### src/rtl/time_display_driver.sv
// Clamps the packed {hr,min,sec,cs} time bus, converts each field to BCD with a subtract-by-10 FSM,
// and scans the eight digits onto an active-low common-anode display. Option: LEADING_ZERO_BLANK_EN.
module time_display_driver #(
    parameter logic [15:0] REFRESH_DIV = 16'd50000
) (
    input  logic        clk,
    input  logic        reset,
    input  logic [23:0] disp_time,
    input  logic        blank,
    output logic [6:0]  seg,
    output logic        dp,
    output logic [7:0]  an,
    output logic [31:0] bcd_time,
    output logic        busy
);

    typedef enum logic [1:0] {
        ST_IDLE   = 2'd0,
        ST_LOAD   = 2'd1,
        ST_CONV   = 2'd2,
        ST_COMMIT = 2'd3
    } state_t;

    state_t          state_q, state_d;
    logic [3:0][6:0] fld_q, fld_d;       // [0]=hr, [1]=min, [2]=sec, [3]=cs
    logic [3:0][7:0] digits_q, digits_d; // [3]=hr ... [0]=cs, each {tens,ones}
    logic [6:0]      val_q, val_d;
    logic [3:0]      tens_q, tens_d;
    logic [1:0]      fidx_q, fidx_d;
    logic [31:0]     bcd_q, bcd_d;

    logic [6:0] hr_c, min_c, sec_c, cs_c;

    // The timer reloads cs to 100, so every field saturates at its top legal value.
    always_comb begin
        hr_c  = (disp_time[23:19] > 5'd23) ? 7'd23 : {2'b00, disp_time[23:19]};
        min_c = (disp_time[18:13] > 6'd59) ? 7'd59 : {1'b0, disp_time[18:13]};
        sec_c = (disp_time[12:7]  > 6'd59) ? 7'd59 : {1'b0, disp_time[12:7]};
        cs_c  = (disp_time[6:0]   > 7'd99) ? 7'd99 : disp_time[6:0];
    end

    always_comb begin
        state_d  = state_q;
        fld_d    = fld_q;
        digits_d = digits_q;
        val_d    = val_q;
        tens_d   = tens_q;
        fidx_d   = fidx_q;
        bcd_d    = bcd_q;
        case (state_q)
            ST_IDLE: begin
                state_d = ST_LOAD;
            end
            ST_LOAD: begin
                fld_d[0] = hr_c;
                fld_d[1] = min_c;
                fld_d[2] = sec_c;
                fld_d[3] = cs_c;
                val_d    = hr_c;
                tens_d   = 4'd0;
                fidx_d   = 2'd0;
                state_d  = ST_CONV;
            end
            ST_CONV: begin
                if (val_q >= 7'd10) begin
                    val_d  = val_q - 7'd10;
                    tens_d = tens_q + 4'd1;
                end else begin
                    digits_d[2'd3 - fidx_q] = {tens_q, val_q[3:0]};
                    tens_d = 4'd0;
                    if (fidx_q == 2'd3) begin
                        state_d = ST_COMMIT;
                    end else begin
                        fidx_d = fidx_q + 2'd1;
                        val_d  = fld_q[fidx_q + 2'd1];
                    end
                end
            end
            ST_COMMIT: begin
                bcd_d   = digits_q;
                state_d = ST_IDLE;
            end
            default: state_d = ST_IDLE;
        endcase
    end

    always_ff @(posedge clk or posedge reset) begin
        if (reset) begin
            state_q  <= ST_IDLE;
            fld_q    <= '0;
            digits_q <= '0;
            val_q    <= '0;
            tens_q   <= '0;
            fidx_q   <= '0;
            bcd_q    <= '0;
        end else begin
            state_q  <= state_d;
            fld_q    <= fld_d;
            digits_q <= digits_d;
            val_q    <= val_d;
            tens_q   <= tens_d;
            fidx_q   <= fidx_d;
            bcd_q    <= bcd_d;
        end
    end

    assign bcd_time = bcd_q;
    assign busy     = (state_q != ST_IDLE);

    logic [15:0] presc_q, presc_d;
    logic [2:0]  idx_q, idx_d;
    logic [3:0]  digit_sel;
    logic [6:0]  seg_dec;
    logic [6:0]  seg_q, seg_d;
    logic        dp_q, dp_d;
    logic [7:0]  an_q, an_d;

    // Display registers are fed from the next index so they switch on the same edge as idx_q.
    always_comb begin
        if (presc_q == REFRESH_DIV - 16'd1) begin
            presc_d = 16'd0;
            idx_d   = idx_q + 3'd1;
        end else begin
            presc_d = presc_q + 16'd1;
            idx_d   = idx_q;
        end
        digit_sel = bcd_q[{idx_d, 2'b00} +: 4];
        case (digit_sel)
            4'd0:    seg_dec = 7'b1000000;
            4'd1:    seg_dec = 7'b1111001;
            4'd2:    seg_dec = 7'b0100100;
            4'd3:    seg_dec = 7'b0110000;
            4'd4:    seg_dec = 7'b0011001;
            4'd5:    seg_dec = 7'b0010010;
            4'd6:    seg_dec = 7'b0000010;
            4'd7:    seg_dec = 7'b1111000;
            4'd8:    seg_dec = 7'b0000000;
            4'd9:    seg_dec = 7'b0010000;
            default: seg_dec = 7'h7F;
        endcase
`ifdef LEADING_ZERO_BLANK_EN
        seg_d = ((idx_d == 3'd7) && (bcd_q[31:28] == 4'd0)) ? 7'h7F : seg_dec;
`else
        seg_d = seg_dec;
`endif
        dp_d = !((idx_d == 3'd6) || (idx_d == 3'd4) || (idx_d == 3'd2));
        an_d = blank ? 8'hFF : ~(8'b1 << idx_d);
    end

    always_ff @(posedge clk or posedge reset) begin
        if (reset) begin
            presc_q <= 16'd0;
            idx_q   <= 3'd0;
            seg_q   <= 7'h7F;
            dp_q    <= 1'b1;
            an_q    <= 8'hFF;
        end else begin
            presc_q <= presc_d;
            idx_q   <= idx_d;
            seg_q   <= seg_d;
            dp_q    <= dp_d;
            an_q    <= an_d;
        end
    end

    assign seg = seg_q;
    assign dp  = dp_q;
    assign an  = an_q;

endmodule
### config.mk
export PLATFORM = sky130hd
export DESIGN_NAME = time_display_driver
export DESIGN_NICKNAME = d
export VERILOG_FILES = /design/src/rtl/time_display_driver.sv
export SDC_FILE = /design/constraint.sdc
export NUM_CORES = 1
export LEC_CHECK = 0
export CAP_MARGIN = 30
export CORE_MARGIN = 4
export CORE_UTILIZATION = 50
export CTS_BUF_LIST = sky130_fd_sc_hd__clkbuf_8
export CTS_CLUSTER_SIZE = 10
export DETAILED_ROUTE_END_ITERATION = 6
export GPL_ROUTABILITY_DRIVEN = 1
export PLACE_DENSITY = 0.72
export REMOVE_ABC_BUFFERS = 1
export SKIP_CTS_REPAIR_TIMING = 1
export SYNTH_ARGS = -nofsm -noshare
export SYNTH_HDL_FRONTEND = slang
export SYNTH_SLANG_ARGS = --single-unit
export TNS_END_PERCENT = 5
### constraint.sdc
create_clock -name clk -period 9.1 [get_ports clk]
set_clock_uncertainty 0.05 [all_clocks]
set_input_delay 1.82 -clock clk [delete_from_list [all_inputs] [get_ports clk]]
set_output_delay 1.82 -clock clk [all_outputs]
set_load 0.005 [all_outputs]
==> summary.md <==
| Metric | Value |
|---|---|
| Outcome | complete, no violations |
| Via count | about 4600 |
| Rel. slew slack | between 40% and 50% |
| Global placement routability congestion | 0.8484 |
| Sequential share of the synthesized area | a little over half |
| Top-area cell type share of the netlist area | between 40% and 50% |
| Gr ovfl total | 0 |
| Worst-skew pair later-pin latency | approximately 0.44 ns |
| CP Capture Type | register |
| Drt via density | between 5 and 6 |
| Critical path's slowest cell | or4_4 |
| CP max stage delay | 0.56 ns |
| CP arrival | 4.04 ns |
| Clock share of power | between 20% and 30% |
| Worst slack at placement | roughly 5.4 ns |
| CTS Buf Count | 17 |
| Ys async rst share | 100.0% |
| Placed cells | between 700 and 800 |
| CP Buf/Inv Count | 1 |
| Worst-path clk slew | about 0.07 ns |
| Syn Inst Count | approximately 570 |
| Final hold viol count | 0 |
| Port bufs | 75 |
| Synth cell types | between 60 and 70 |
| CP delay by family, top | simple AND/OR/NAND/NOR gates |
| Syn avg cell area | 11.44 um2 |
| Routed Antenna Nets | 0 |
| Setup CP Type | reg -> reg |
| Worst-case clock buffer depth | 2 |
| Antenna violations before repair | 0 |
| Clock sinks | between 100 and 150 |
| Post-synth EDFFs | 0 |
| Slew @ Worst Pin | roughly 0.84 ns |
| Die Y | 122.1 um |
| Post-synth top flop | dfrtp_1 |
| Gate power share | about 32% |
| Inserted Diodes | 0 |
| Largest cells by area after synthesis | dfrtp_1, mux2_2, dfstp_2, nand2_1, o21ai_0 |
| Max_cap viols | 0 |
| Tmin final | 3.742 ns |
| Area grow syn2layout | 20.33% |
| Root buf cell | clkbuf_8 |
| Sequential share of power | between 40% and 50% |
| Synth warn | 0 |
| PD cells | roughly 280 nW/um2 |
| Switching pwr | between 0.7 and 0.8 mW |
| First-pass GRT wire length | between 20000 and 25000 um |
| Mapped Area | around 6500 um2 |
| Critical path launch point type | register |
| Setup ws final | 5.358 ns |
| Final period util | 41.12% |
| Drt first pass iters | 5 |
| Fin cells | roughly 830 |
| Int Power | between 1 and 1.5 mW |
| DRC Markers | 0 |
| Starting Density | roughly half |
| RSZ-0062 raised after global routing | false |
| CP max FO | 8 |
| Post-DP HPWL | 10490 um |
| Core area | between 10000 and 15000 um2 |
| Initial DRC count | roughly 340 |
| Leakage | 3.492 nW |
| Max VDD drop | approximately 0.14 mV |
| Layout cell share with drive strength beyond 1 | 19.75% |
| Switching share of power | about 32% |
| Gr usage total | 20.30% |
| Slew Limit Fails | 0 |
| Sum Neg Setup Slack | 0 ns |
| Pin count of the biggest net entering global routing | 63 |
| Maximum clock frequency | 0.2673 GHz |
| Util after Layout | between 60% and 70% |
| CP Data Required Time | approximately 9.4 ns |
| Full die area | between 10000 and 15000 um2 |
| Largest area contributor in the netlist | dfrtp_1 |
| Flops & latches, synth | between 100 and 150 |
| I/O pin total | 76 |
| Drt total wl | around 14000 um |
| Nets@finish | roughly 680 |
| Die outline width | 122.1 um |
| # setup viols final | 0 |
| Critical path cell sequence | or4_4 -> nor4_1 -> xnor2_1 -> clkinv_1 -> a2111oi_0 -> o22ai_1 -> or2_1 -> o221ai_1 |
| Hold crit path type | reg -> reg |
| Htree depth | 4 |
| Avg WL per Cell | about 17 um |
| Vias in the first global route | ~4700 |
| Std-Cell Rows | 41 |
| CTS tree | built |
-- registers in the layout, summed over array words and instances, names as in the netlist --
| signal | cells |
|---|---|
| an | 8 |
| bcd_time | 32 |
| digits_q | 32 |
| dp | 1 |
| fidx_q | 2 |
| fld_q | 24 |
| idx_q | 3 |
| presc_q | 16 |
| seg | 7 |
| state_q | 2 |
| tens_q | 4 |
| val_q | 7 |
-- cell type report --
| class | count | area [um2] |
|---|---|---|
| clock inverter | 13 | 201.4 |
| fill | 1055 | 4836 |
| clock buffer | 18 | 247.7 |
| timing repair buffer | 80 | 808.3 |
| tap | 172 | 215.2 |
| sequential | 138 | 3473 |
| inverter | 22 | 85.08 |
| multi-input combinational | 382 | 2804 |
-- cell families after synthesis --
| group | Yosys count | synth area share, % |
|---|---|---|
| AND/OR/NAND/NOR | 163 | 12.32 |
| multiplexers | 81 | 14.70 |
| flip-flops | 138 | 53.34 |
| buffers and inverters | 49 | 3.593 |
| adder cells (fa/ha/maj) | 14 | 2.690 |
| AO/OA/AOI/OAI | 108 | 11.20 |
| XOR/XNOR | 16 | 2.152 |
-- cell usage after synthesis, drive strengths merged, types with 4 or more instances --
cell type and instances:
dfrtp 122, nand2 74, mux2 61, o21ai 42, nor2 25, clkbuf 23
inv 21, dfstp 16, a21oi 15, mux2i 15, nand3 15, ha 14
nor2b 10, xor2 9, and3 7, o22a 7, xnor2 7, nor3 6
and2 5, mux4 5, nand4 5, nor3b 5, a22oi 4, a31oi 4
buf 4
-- metal layers --
| metal | track usage, % | share of wire [%] | up-vias |
|---|---|---|---|
| met1 | 25.26 | 43 | 2340 |
| li1 | - | - | 2158 |
| met2 | 34.39 | 51 | 129 |
| met4 | 7.768 | 1.7 | 0 |
| met3 | 4.875 | 4.6 | 22 |
| met5 | 0 | 0 | - |
-- cells in the final DEF, fill, tap and decap left out, types with 4 or more instances in the layout --
master,n
dfrtp_1,122
nor2b_1,10
clkbuf_8,18
xnor2_1,7
nor3b_1,5
nand4_1,5
a22oi_1,4
nor3_1,6
mux2i_1,15
inv_1,21
mux4_2,5
mux2_2,59
nand3_1,15
buf_4,4
dfstp_2,16
bufinv_16,5
nor2_1,25
and2_1,5
xor2_1,9
a21oi_1,15
ha_1,14
o22a_1,7
and3_1,6
a31oi_1,4
clkdlybuf4s50_1,75
o21ai_0,42
nand2_1,74
-- worst paths after layout --
kind	from	end	slack (ns)	cells after the start
worst min register to register	presc_q[0]$_DFF_PP0_	presc_q[0]$_DFF_PP0_	0.41	1
worst max register to register	presc_q[11]$_DFF_PP0_	seg[0]$_DFF_PP1_	5.36	8
min in group asynchronous	reset	fld_q[10]$_DFFE_PP0P_	1.78	2
max in group asynchronous	reset	presc_q[0]$_DFF_PP0_	6.05	4
worst min-delay path	presc_q[0]$_DFF_PP0_	presc_q[0]$_DFF_PP0_	0.41	1
worst max-delay path	presc_q[11]$_DFF_PP0_	seg[0]$_DFF_PP1_	5.36	8
-- worst register-to-register path, cell delays in order (launching register included) --
cell	delay, ns
dfrtp_1	0.43
or4_4	0.56
nor4_1	0.39
xnor2_1	0.44
clkinv_1	0.49
a2111oi_0	0.52
o22ai_1	0.26
or2_1	0.30
o221ai_1	0.22
-- stage by stage --
stage	area (um2)	hold WS, ns	total power [mW]
floorplan	6360	0.3751	1.360
global placement	7358	0.4006	1.607
detailed placement	7386	0.4021	1.649
CTS	7835	0.4110	2.211
global route	7835	0.4412	2.325
finish	7835	0.4130	2.191
-- power by group through the flow --
stage | sequential (mW) | clock (mW) | combinational, mW
after floorplan | 0.885 | 0 | 0.475
after global placement | 0.925 | 0 | 0.682
after detailed placement | 0.933 | 0 | 0.716
after CTS | 0.923 | 0.570 | 0.718
after global routing | 0.945 | 0.594 | 0.786
final | 0.924 | 0.557 | 0.710
Power figures use the tool's default switching activity.
